===== src/rtl/rfblackwidow_wb_arbiter_pkg.sv =====
`default_nettype none
// ============================================================================
// Module      : rfBlackWidowPkg
// Description : Shared types and constants for the register-file writeback
//               path. It provides the Value and CodeAddress datatypes, the
//               writeback request record WbReq, the writeback port and
//               requester counts, and a saturating 32-bit increment helper.
// Ports       : none (package)
// Revision    : 1.0 - initial release
// ============================================================================
package rfBlackWidowPkg;

  localparam int VALUE_W = 64;
  localparam int CADDR_W = 32;
  localparam int TGT_W   = 6;

  typedef logic [VALUE_W-1:0] Value;
  typedef logic [CADDR_W-1:0] CodeAddress;

  // One writeback slot. Output ports of the scheduler are registered in
  // exactly this shape.
  typedef struct packed {
    logic             v;
    logic [TGT_W-1:0] tgt;
    Value             val;
    CodeAddress       ip;
  } WbReq;

  localparam int NWB_PORTS = 3;
  localparam int NWB_REQ   = 5;

  // Counter step that sticks at all-ones instead of wrapping.
  function automatic logic [31:0] sat_inc32(input logic [31:0] x);
    return (x == 32'hFFFF_FFFF) ? x : x + 32'd1;
  endfunction

endpackage
`default_nettype wire


===== src/rtl/rfblackwidow_wb_arbiter_pick.sv =====
`default_nettype none
// ============================================================================
// Module      : rfblackwidow_wb_pick
// Description : Purely combinational rotated-priority selector. It scans the
//               requesters starting at rr and wrapping modulo NREQ. A request
//               to r0 is acknowledged and dropped without taking a port. Any
//               other request takes the next free port, unless its target
//               matches a target already granted in this scan.
// Ports       : valid_i    - per-requester request valid
//               tgt_i      - per-requester target register
//               rr_i       - first requester in the scan order
//               ready_o    - per-requester acknowledge (raw, not gated)
//               port_vld_o - port k carries a grant
//               port_idx_o - requester index assigned to port k
//               collide_o  - some requester lost only to a same-target grant
// Revision    : 1.0 - initial release
// ============================================================================
module rfblackwidow_wb_pick
  import rfBlackWidowPkg::*;
#(
  parameter  int NREQ  = NWB_REQ,
  parameter  int NPORT = NWB_PORTS,
  localparam int IDX_W = $clog2(NREQ)
) (
  input  logic [NREQ-1:0]             valid_i,
  input  logic [NREQ-1:0][TGT_W-1:0]  tgt_i,
  input  logic [IDX_W-1:0]            rr_i,
  output logic [NREQ-1:0]             ready_o,
  output logic [NPORT-1:0]            port_vld_o,
  output logic [NPORT-1:0][IDX_W-1:0] port_idx_o,
  output logic                        collide_o
);

  localparam int               CNT_W    = $clog2(NPORT + 1);
  localparam logic [CNT_W-1:0] PORT_LIM = CNT_W'(NPORT);
  localparam logic [IDX_W:0]   NREQ_X   = (IDX_W + 1)'(NREQ);

  logic [CNT_W-1:0]            n_grant;
  logic [NPORT-1:0][TGT_W-1:0] taken_tgt;
  logic [IDX_W:0]              scan;
  logic [IDX_W-1:0]            j;
  logic                        hit;

  always_comb begin
    ready_o    = '0;
    port_vld_o = '0;
    port_idx_o = '0;
    collide_o  = 1'b0;
    n_grant    = '0;
    taken_tgt  = '0;
    scan       = '0;
    j          = '0;
    hit        = 1'b0;
    for (int i = 0; i < NREQ; i++) begin
      // rr + i is always below 2*NREQ, so a single subtract is the modulo.
      scan = {1'b0, rr_i} + (IDX_W + 1)'(i);
      if (scan >= NREQ_X) scan = scan - NREQ_X;
      j = scan[IDX_W-1:0];
      if (valid_i[j]) begin
        if (tgt_i[j] == '0) begin
          ready_o[j] = 1'b1;
        end else begin
          hit = 1'b0;
          for (int k = 0; k < NPORT; k++) begin
            if (port_vld_o[k] && (taken_tgt[k] == tgt_i[j])) hit = 1'b1;
          end
          // Count a collision only while a port is still free. A requester
          // that would be refused anyway for lack of ports is not counted.
          if (n_grant < PORT_LIM) begin
            if (hit) begin
              collide_o = 1'b1;
            end else begin
              ready_o[j]          = 1'b1;
              port_vld_o[n_grant] = 1'b1;
              port_idx_o[n_grant] = j;
              taken_tgt[n_grant]  = tgt_i[j];
              n_grant             = n_grant + CNT_W'(1);
            end
          end
        end
      end
    end
  end

endmodule
`default_nettype wire


===== src/rtl/rfblackwidow_wb_arbiter.sv =====
`default_nettype none
// ============================================================================
// Module      : rfblackwidow_wb_arbiter
// Description : Writeback scheduler in front of the 3-write-port register
//               file. It grants up to NPORT non-conflicting writes per cycle
//               in rotating round-robin order and registers them onto the
//               regfile write ports.
// Ports       : clk, rst        - clock, synchronous active-high reset
//               hold_i          - pipeline freeze, no grants while high
//               req_valid_i     - per-requester write request
//               req_tgt_i       - target register per requester
//               req_val_i       - result value per requester
//               req_ip_i        - producer instruction address per requester
//               req_ready_o     - grant; transfer on valid & ready
//               wr_o/wa_o       - registered write enable / address per port
//               wdat_o/wip_o    - registered write data / producer address
//               conflict_cnt_o  - saturating same-target collision cycles
//               busy_o          - some valid requester was not granted
// Revision    : 1.0 - initial release
// ============================================================================
module rfblackwidow_wb_arbiter
  import rfBlackWidowPkg::*;
#(
  parameter int NREQ  = NWB_REQ,
  parameter int NPORT = NWB_PORTS
) (
  input  logic                          clk,
  input  logic                          rst,
  input  logic                          hold_i,
  input  logic [NREQ-1:0]               req_valid_i,
  input  logic [NREQ-1:0][TGT_W-1:0]    req_tgt_i,
  input  logic [NREQ-1:0][VALUE_W-1:0]  req_val_i,
  input  logic [NREQ-1:0][CADDR_W-1:0]  req_ip_i,
  output logic [NREQ-1:0]               req_ready_o,
  output logic [NPORT-1:0]              wr_o,
  output logic [NPORT-1:0][TGT_W-1:0]   wa_o,
  output logic [NPORT-1:0][VALUE_W-1:0] wdat_o,
  output logic [NPORT-1:0][CADDR_W-1:0] wip_o,
  output logic [31:0]                   conflict_cnt_o,
  output logic                          busy_o
);

  localparam int               IDX_W    = $clog2(NREQ);
  localparam logic [IDX_W-1:0] LAST_IDX = IDX_W'(NREQ - 1);

  logic [IDX_W-1:0]            rr_q, rr_d;
  logic [31:0]                 cnt_q, cnt_d;
  WbReq [NPORT-1:0]            port_q, port_d;
  logic [IDX_W-1:0]            last_idx;

  logic [NREQ-1:0]             pick_ready;
  logic [NPORT-1:0]            port_vld;
  logic [NPORT-1:0][IDX_W-1:0] port_idx;
  logic                        collide;
  logic                        active;

  rfblackwidow_wb_pick #(
    .NREQ  (NREQ),
    .NPORT (NPORT)
  ) u_pick (
    .valid_i    (req_valid_i),
    .tgt_i      (req_tgt_i),
    .rr_i       (rr_q),
    .ready_o    (pick_ready),
    .port_vld_o (port_vld),
    .port_idx_o (port_idx),
    .collide_o  (collide)
  );

  assign active      = !rst && !hold_i;
  assign req_ready_o = active ? pick_ready : '0;
  assign busy_o      = |(req_valid_i & ~req_ready_o);

  always_comb begin
    port_d   = port_q;
    rr_d     = rr_q;
    cnt_d    = cnt_q;
    last_idx = '0;
    for (int k = 0; k < NPORT; k++) begin
      // Idle ports drop the enable but keep address, data and ip.
      port_d[k].v = 1'b0;
      if (active && port_vld[k]) begin
        port_d[k].v   = 1'b1;
        port_d[k].tgt = req_tgt_i[port_idx[k]];
        port_d[k].val = req_val_i[port_idx[k]];
        port_d[k].ip  = req_ip_i[port_idx[k]];
      end
      // Ports fill in scan order, so the highest used port holds the
      // last requester granted in the scan.
      if (port_vld[k]) last_idx = port_idx[k];
    end
    if (active && (|port_vld)) begin
      rr_d = (last_idx == LAST_IDX) ? '0 : last_idx + IDX_W'(1);
    end
    if (active && collide) cnt_d = sat_inc32(cnt_q);
  end

  always_ff @(posedge clk) begin
    if (rst) begin
      rr_q   <= '0;
      cnt_q  <= '0;
      port_q <= '0;
    end else begin
      rr_q   <= rr_d;
      cnt_q  <= cnt_d;
      port_q <= port_d;
    end
  end

  generate
    for (genvar k = 0; k < NPORT; k++) begin : g_port
      assign wr_o[k]   = port_q[k].v;
      assign wa_o[k]   = port_q[k].tgt;
      assign wdat_o[k] = port_q[k].val;
      assign wip_o[k]  = port_q[k].ip;
    end
  endgenerate

  assign conflict_cnt_o = cnt_q;

  // A waiting requester must keep its request and payload unchanged until
  // it is accepted. Requests pending across a reset are dropped, so the
  // cycle after reset is exempt.
  generate
    for (genvar j = 0; j < NREQ; j++) begin : g_req_chk
      a_hold_stable : assert property (@(posedge clk) disable iff (rst)
        ($past(req_valid_i[j]) && !$past(req_ready_o[j]) && !$past(rst))
          |-> (req_valid_i[j] && $stable(req_tgt_i[j]) &&
               $stable(req_val_i[j]) && $stable(req_ip_i[j])));
    end
  endgenerate

endmodule
`default_nettype wire


===== config.mk =====
export PLATFORM = sky130hd
export DESIGN_NAME = rfblackwidow_wb_arbiter
export DESIGN_NICKNAME = d
export VERILOG_FILES = /design/src/rtl/rfblackwidow_wb_arbiter_pkg.sv /design/src/rtl/rfblackwidow_wb_arbiter_pick.sv /design/src/rtl/rfblackwidow_wb_arbiter.sv
export SDC_FILE = /design/constraint.sdc
export NUM_CORES = 2
export LEC_CHECK = 0
export BUFFER_PORTS_ARGS = -buffer_cell sky130_fd_sc_hd__buf_2
export CORE_AREA = 2 2 336 338
export CTS_CLUSTER_SIZE = 28
export DETAILED_ROUTE_END_ITERATION = 10
export DIE_AREA = 0 0 338 340
export GPL_ROUTABILITY_DRIVEN = 0
export PLACE_DENSITY_LB_ADDON = 0.05
export SYNTH_ARGS = -nofsm -noshare
export SYNTH_HDL_FRONTEND = slang
export SYNTH_HIERARCHICAL = 1
export SYNTH_SLANG_ARGS = --single-unit
export TNS_END_PERCENT = 5

===== constraint.sdc =====
create_clock -name clk -period 23.9 [get_ports clk]
set_clock_uncertainty 0.15 [all_clocks]
set_input_delay 4.78 -clock clk [delete_from_list [all_inputs] [get_ports clk]]
set_output_delay 4.78 -clock clk [all_outputs]
set_load 0.02 [all_outputs]

# Word-level counts from Yosys, hierarchy flattened
# Cells that the tools add are included.
[word_totals]
wordCells = 321
reg_bits = 344
[op_classes]
reduce_logical = 35
eq_ne = 12
n_bitwise = 11
muxes = 205
addsub = 14
n_lt_le_gt_ge = 30
[ops]
columns = ["operator", "n"]
rows = [
  ["$bmux W64 S3", 3],
  ["$mux W103", 3],
  ["$bmux W32 S3", 3],
  ["$mux W18", 12],
  ["$mux W64", 3],
  ["$bmux W6 S3", 8],
  ["$mux W9", 16],
  ["$mux W32", 3],
  ["$mux W3", 31],
  ["$mux W5", 18],
  ["$mux W6", 13],
  ["$eq A6 B6 Y1", 10],
  ["$bwmux W18", 3],
  ["$mux W1", 51],
  ["$bwmux W9", 4],
  ["$demux W6 S2", 3],
  ["$add A32 B1 Y32 const B", 1],
  ["$eq A32 B32 Y1 const B", 1],
  ["$lt A3 B4 Y1 const B", 8],
  ["$logic_not A6 Y1", 5],
  ["$mux W2", 13],
  ["$logic_and A1 B1 Y1", 25],
  ["$demux W3 S2", 4],
  ["$or A5 B5 Y5", 4],
  ["25 further kinds", 62],
]

# Logic depth before layout (Yosys ltp)
[logic_depth]
ltp_word = 54
mapped_depth = 48
depth_no_buf = 38

# Cells and area by module
# The synthesis kept the hierarchy.
[modules_own_cells]
columns = ["module", "instances", "seq_area_each_um2", "area_per_inst_um2", "cells_each"]
rows = [
  ["rfblackwidow_wb_arbiter", 1, 6886.6, 21480.6, 2040],
  ["rfblackwidow_wb_pick", 1, 0.0, 5064.9, 723],
]

# Worst setup path after synthesis
# OpenSTA, ideal clock, no wires.
[synth_path]
path_type = "input-to-output"
startpoint = "input req_tgt_i[20] (netlist name)"
endpoint = "output busy_o"
path_slack_ns = 8.180
path_stages = 31
arrival_ns = 10.790
path_buffers = 1
cell_sequence = "inv_1 > a211oi_1 > a2111oi_4 > a2111oi_4 > nor4_2 > a21oi_4 > nand2_1 > a31o_2 > inv_2 > clkbuf_1 > nor2_1 > ha_1 > a21oi_1 > and2_1 > o31ai_4 > nor2_1 > xnor2_1 > inv_1 > ha_1 > a21oi_1 > nand2_1 > inv_1 > nand3_1 > nor4b_1 > mux2i_1 > a2111oi_4 > o21ai_1 > o31ai_1 > nand2_1 > a222oi_1 > nand2_1"
[synth_between]
elab_chain_len = 51
[synth_lines]
columns = ["item", "line_no", "rtl"]
rows = [
  ["start: declaration", "rfblackwidow_wb_arbiter.sv:31", "input logic [NREQ-1:0][TGT_W-1:0] req_tgt_i,"],
  ["$bmux W6 S3", "rfblackwidow_wb_arbiter_pick.sv:60, rfblackwidow_wb_arbiter_pick.sv:76", ""],
  ["$mux W6", "n/a", ""],
  ["$logic_not A6 Y1", "n/a", ""],
  ["$mux W1 or $mux W6 (tied branches)", "rfblackwidow_wb_arbiter_pick.sv:60", "if (tgt_i[j] == '0) begin"],
  ["$mux W2 or $mux W6 (tied branches)", "rfblackwidow_wb_arbiter_pick.sv:59", "if (valid_i[j]) begin"],
  ["$lt A2 B3 Y1 (not written as such), or another cell as far along", "rfblackwidow_wb_arbiter_pick.sv:74, rfblackwidow_wb_arbiter_pick.sv:76", ""],
  ["$logic_and A1 B1 Y1, on equally long branches", "rfblackwidow_wb_arbiter_pick.sv:74, rfblackwidow_wb_arbiter_pick.sv:76, rfblackwidow_wb_arbiter_pick.sv:65", ""],
  ["$mux W6 (not written as such) or $mux W1 (tied branches)", "rfblackwidow_wb_arbiter_pick.sv:76, rfblackwidow_wb_arbiter_pick.sv:65", ""],
  ["(+36 left out)", "n/a", ""],
  ["$mux W5", "rfblackwidow_wb_arbiter_pick.sv:69", "if (n_grant < PORT_LIM) begin"],
  ["$mux W5", "rfblackwidow_wb_arbiter_pick.sv:60", ""],
  ["$mux W5 *", "rfblackwidow_wb_arbiter_pick.sv:59", ""],
  ["net pick_ready[0]", "rfblackwidow_wb_arbiter.sv:51", "logic [NREQ-1:0] pick_ready;"],
  ["$mux W5 *", "rfblackwidow_wb_arbiter.sv:71", "assign req_ready_o = active ? pick_ready : '0;"],
  ["$not A5 Y5 *", "rfblackwidow_wb_arbiter.sv:72", "assign busy_o = |(req_valid_i & ~req_ready_o);"],
  ["$and A5 B5 Y5 *", "rfblackwidow_wb_arbiter.sv:72", ""],
  ["$reduce_or A5 Y1 *", "rfblackwidow_wb_arbiter.sv:72", ""],
  ["end: declaration", "rfblackwidow_wb_arbiter.sv:40", "output logic busy_o"],
]
# Mark *: on every way through the listed nets, which the timed path passes. The rest lies on a longest branch. The select of a mux whose other input is x is not followed.

# Worst setup path after layout
# Same ends and word-level chain as after synthesis.

==> results.cfg <==
[floorplan]
die_area_um2 = 115000
fp.coreArea_um2 = 112000
die_height_um = 340
die_w_um = 338
num_rows = 123
start_util = 0.238
ios = 865

[clock_network]
cts_root_buf = clkbuf_16
clockBufferDepth = 3
clk_pin_slew_ps = 60
cts_sinks = 344
post_cts_buffers = 0
htree_levels = 2
cts_made_buffers = 48
postCtsResizedCells = 0
cts_tree = built
ctsHoldBuffers = 0
worst_skew_pair.late_latency_ps = 630

[global_routing]
track_usage = 0.283
grt_start_max_net_pins = 180
grt_pass1_vias = 29700
antenna_found_initial = 93
grt_pass1_wl_um = 234000
overflow = 0

[yosys]
synthSimpleGateAreaFrac = 0.122
synth_top_family_by_area = multiplexers
synth_cells = 2763
synth_area_leaders = mux4_2, dfxtp_1, a221oi_1
yosysMostFrequentCell = nor2_1
synth_nets = 3302
ys_seq_elements = 344
synth_compound_area_frac = 0.259
synth_cell_type_count = 99
yosysTopAreaCellShare = 0.261
synth-adder-area-share = 0.0102
synth_top_cells_by_count = nor2_1, a21oi_1, dfxtp_1
async_flop_share = 0
synth_area_um2 = 26500
muxShareOfSynthArea = 0.283
synth-xor-area-share = 0.0158
yosys_warnings = 6
synth_area_leader_cell = mux4_2
synth_edf_count = 0
synth_flop_cell = dfxtp_1
syn_avg_cell_area_um2 = 9.61
yosysSeqAreaShare = 0.259

[timing]
finalCritPeriodShare = 0.739
fmax_ghz = 0.0566
final.setup.tns_ps = 0
worst_pin_slew_ps = 1470
hold_viol = 0
fin_crit_ps = 17660
drv_slew = 0
max_slew_margin = 0.0131
rsz0062_at_grt = false
setup_violations = 0

[setup_path]
cp.arrival_ps = 12730
slowest_stage = nor4b_2
startpoint_type = input pin
cp_common_cell = nand2_1
critPathCaptureType = output port
critical_path_required_ps = 18970
crit_fanout = 17
worst-setup-path-type = in2out
cpPeakStageDelay_ps = 790
r2r_slack_ps = 10490

[detailed_routing]
routed_wl_um = 170000
final_antenna_net_count = 0
drcViolationCount = 0
vias = 30000
drt_pass1_iterations = 6
detail_route.vias_per_cell = 5.95
wl_per_cell_um = 33.7
drt_iter0_markers = 2773

[layout]
design_area_um2 = 34000
final_util = 0.304
seqCellArea_um2 = 6890
final_cells = 5049
nets = 3990
syn_to_final_growth_pct = 28.0
nFillCells = 11900
drive_above_1_share = 0.402
multiInputGateArea_um2 = 18400

[placement]
portBuffers = 864
dp_cells = 4901
dp_hpwl_um = 117000
postPlaceCellArea_um2 = 32200

[worst_hold_path]
hp-class = reg2reg

[flow_run]
drv_cap = 1

[status]
outcome = finished, violations left
violations = max-capacitance violations
==> sequential cells by signal, summed over array words and instances, names as in the netlist <==
signal / count
wdat_o: 192
wa_o: 18
rr_q: 3
wip_o: 96
wr_o: 3
conflict_cnt_o: 32
==> routing by layer <==
| metal | global-route usage | part of all wire |
|---|---|---|
| met1 | 0.340 | 0.38 |
| met2 | 0.456 | 0.46 |
| met3 | 0.0820 | 0.096 |
| met4 | 0.150 | 0.055 |
| met5 | 0 | 0.0019 |
==> critical path, delay by kind of cell <==
kind,cells,cell delay (ps)
AOI/OAI and AO/OA,12,3620
and+or+nand+nor,10,2320
buffers and inverters,6,940
adders and majority gates,2,490
muxes,1,280
xor gates and xnor gates,1,270
==> cell type report <==
class	count	area share
Antenna cell	63	0.00464
Clock buffer	70	0.0411
Clock inverter	15	0.00508
Inverter	50	0.00619
Multi-Input combinational cell	2081	0.543
Sequential cell	344	0.203
Tap cell	1500	0.0552
Timing Repair Buffer	926	0.142
==> cell families after synthesis <==
kind of cell / Yosys count
AOI/OAI and AO/OA: 951
xor gates and xnor gates: 48
buffers and inverters: 338
adders and majority gates: 21
DFF: 344
muxes: 363
and+or+nand+nor: 698
==> layout by cell type (no fill, tap or decap), drive strengths merged, types with 11 or more instances in the layout <==
| cell | count |
|---|---|
| mux2i | 45 |
| inv | 50 |
| a31oi | 11 |
| o211ai | 18 |
| a21oi | 376 |
| clkbuf | 70 |
| o21ai | 61 |
| a211oi | 24 |
| dfxtp | 344 |
| or3 | 17 |
| o31ai | 21 |
| ha | 20 |
| mux4 | 308 |
| nand3 | 49 |
| buf | 926 |
| diode | 63 |
| nand4 | 21 |
| nor2 | 380 |
| and2 | 14 |
| xnor2 | 40 |
| a221oi | 316 |
| nand2 | 89 |
| or4 | 12 |
| nor4 | 19 |
| nor2b | 12 |
| nor3 | 34 |
==> final timing paths <==
check	endpoint	depth (start not counted)	from
hold reg to reg	wdat_o[103]	2	wdat_o[103]
hold / removal	wdat_o[103]	2	wdat_o[103]
setup reg to reg	wip_o[76]	36	rr_q[0]
setup / recovery	busy_o	32	req_tgt_i[20]
==> through the flow <==
stage / hold slack, ps / worst slack [ps]
finish: 342 / 6240
global route: 362 / 5700
CTS: 347 / 6510
detailed placement: 334 / 6570
global placement: 329 / 6810
floorplan: 386 / 8180
Power is not shown: default switching activity piles up to over one toggle a cycle in this logic, so the estimate is an artifact.
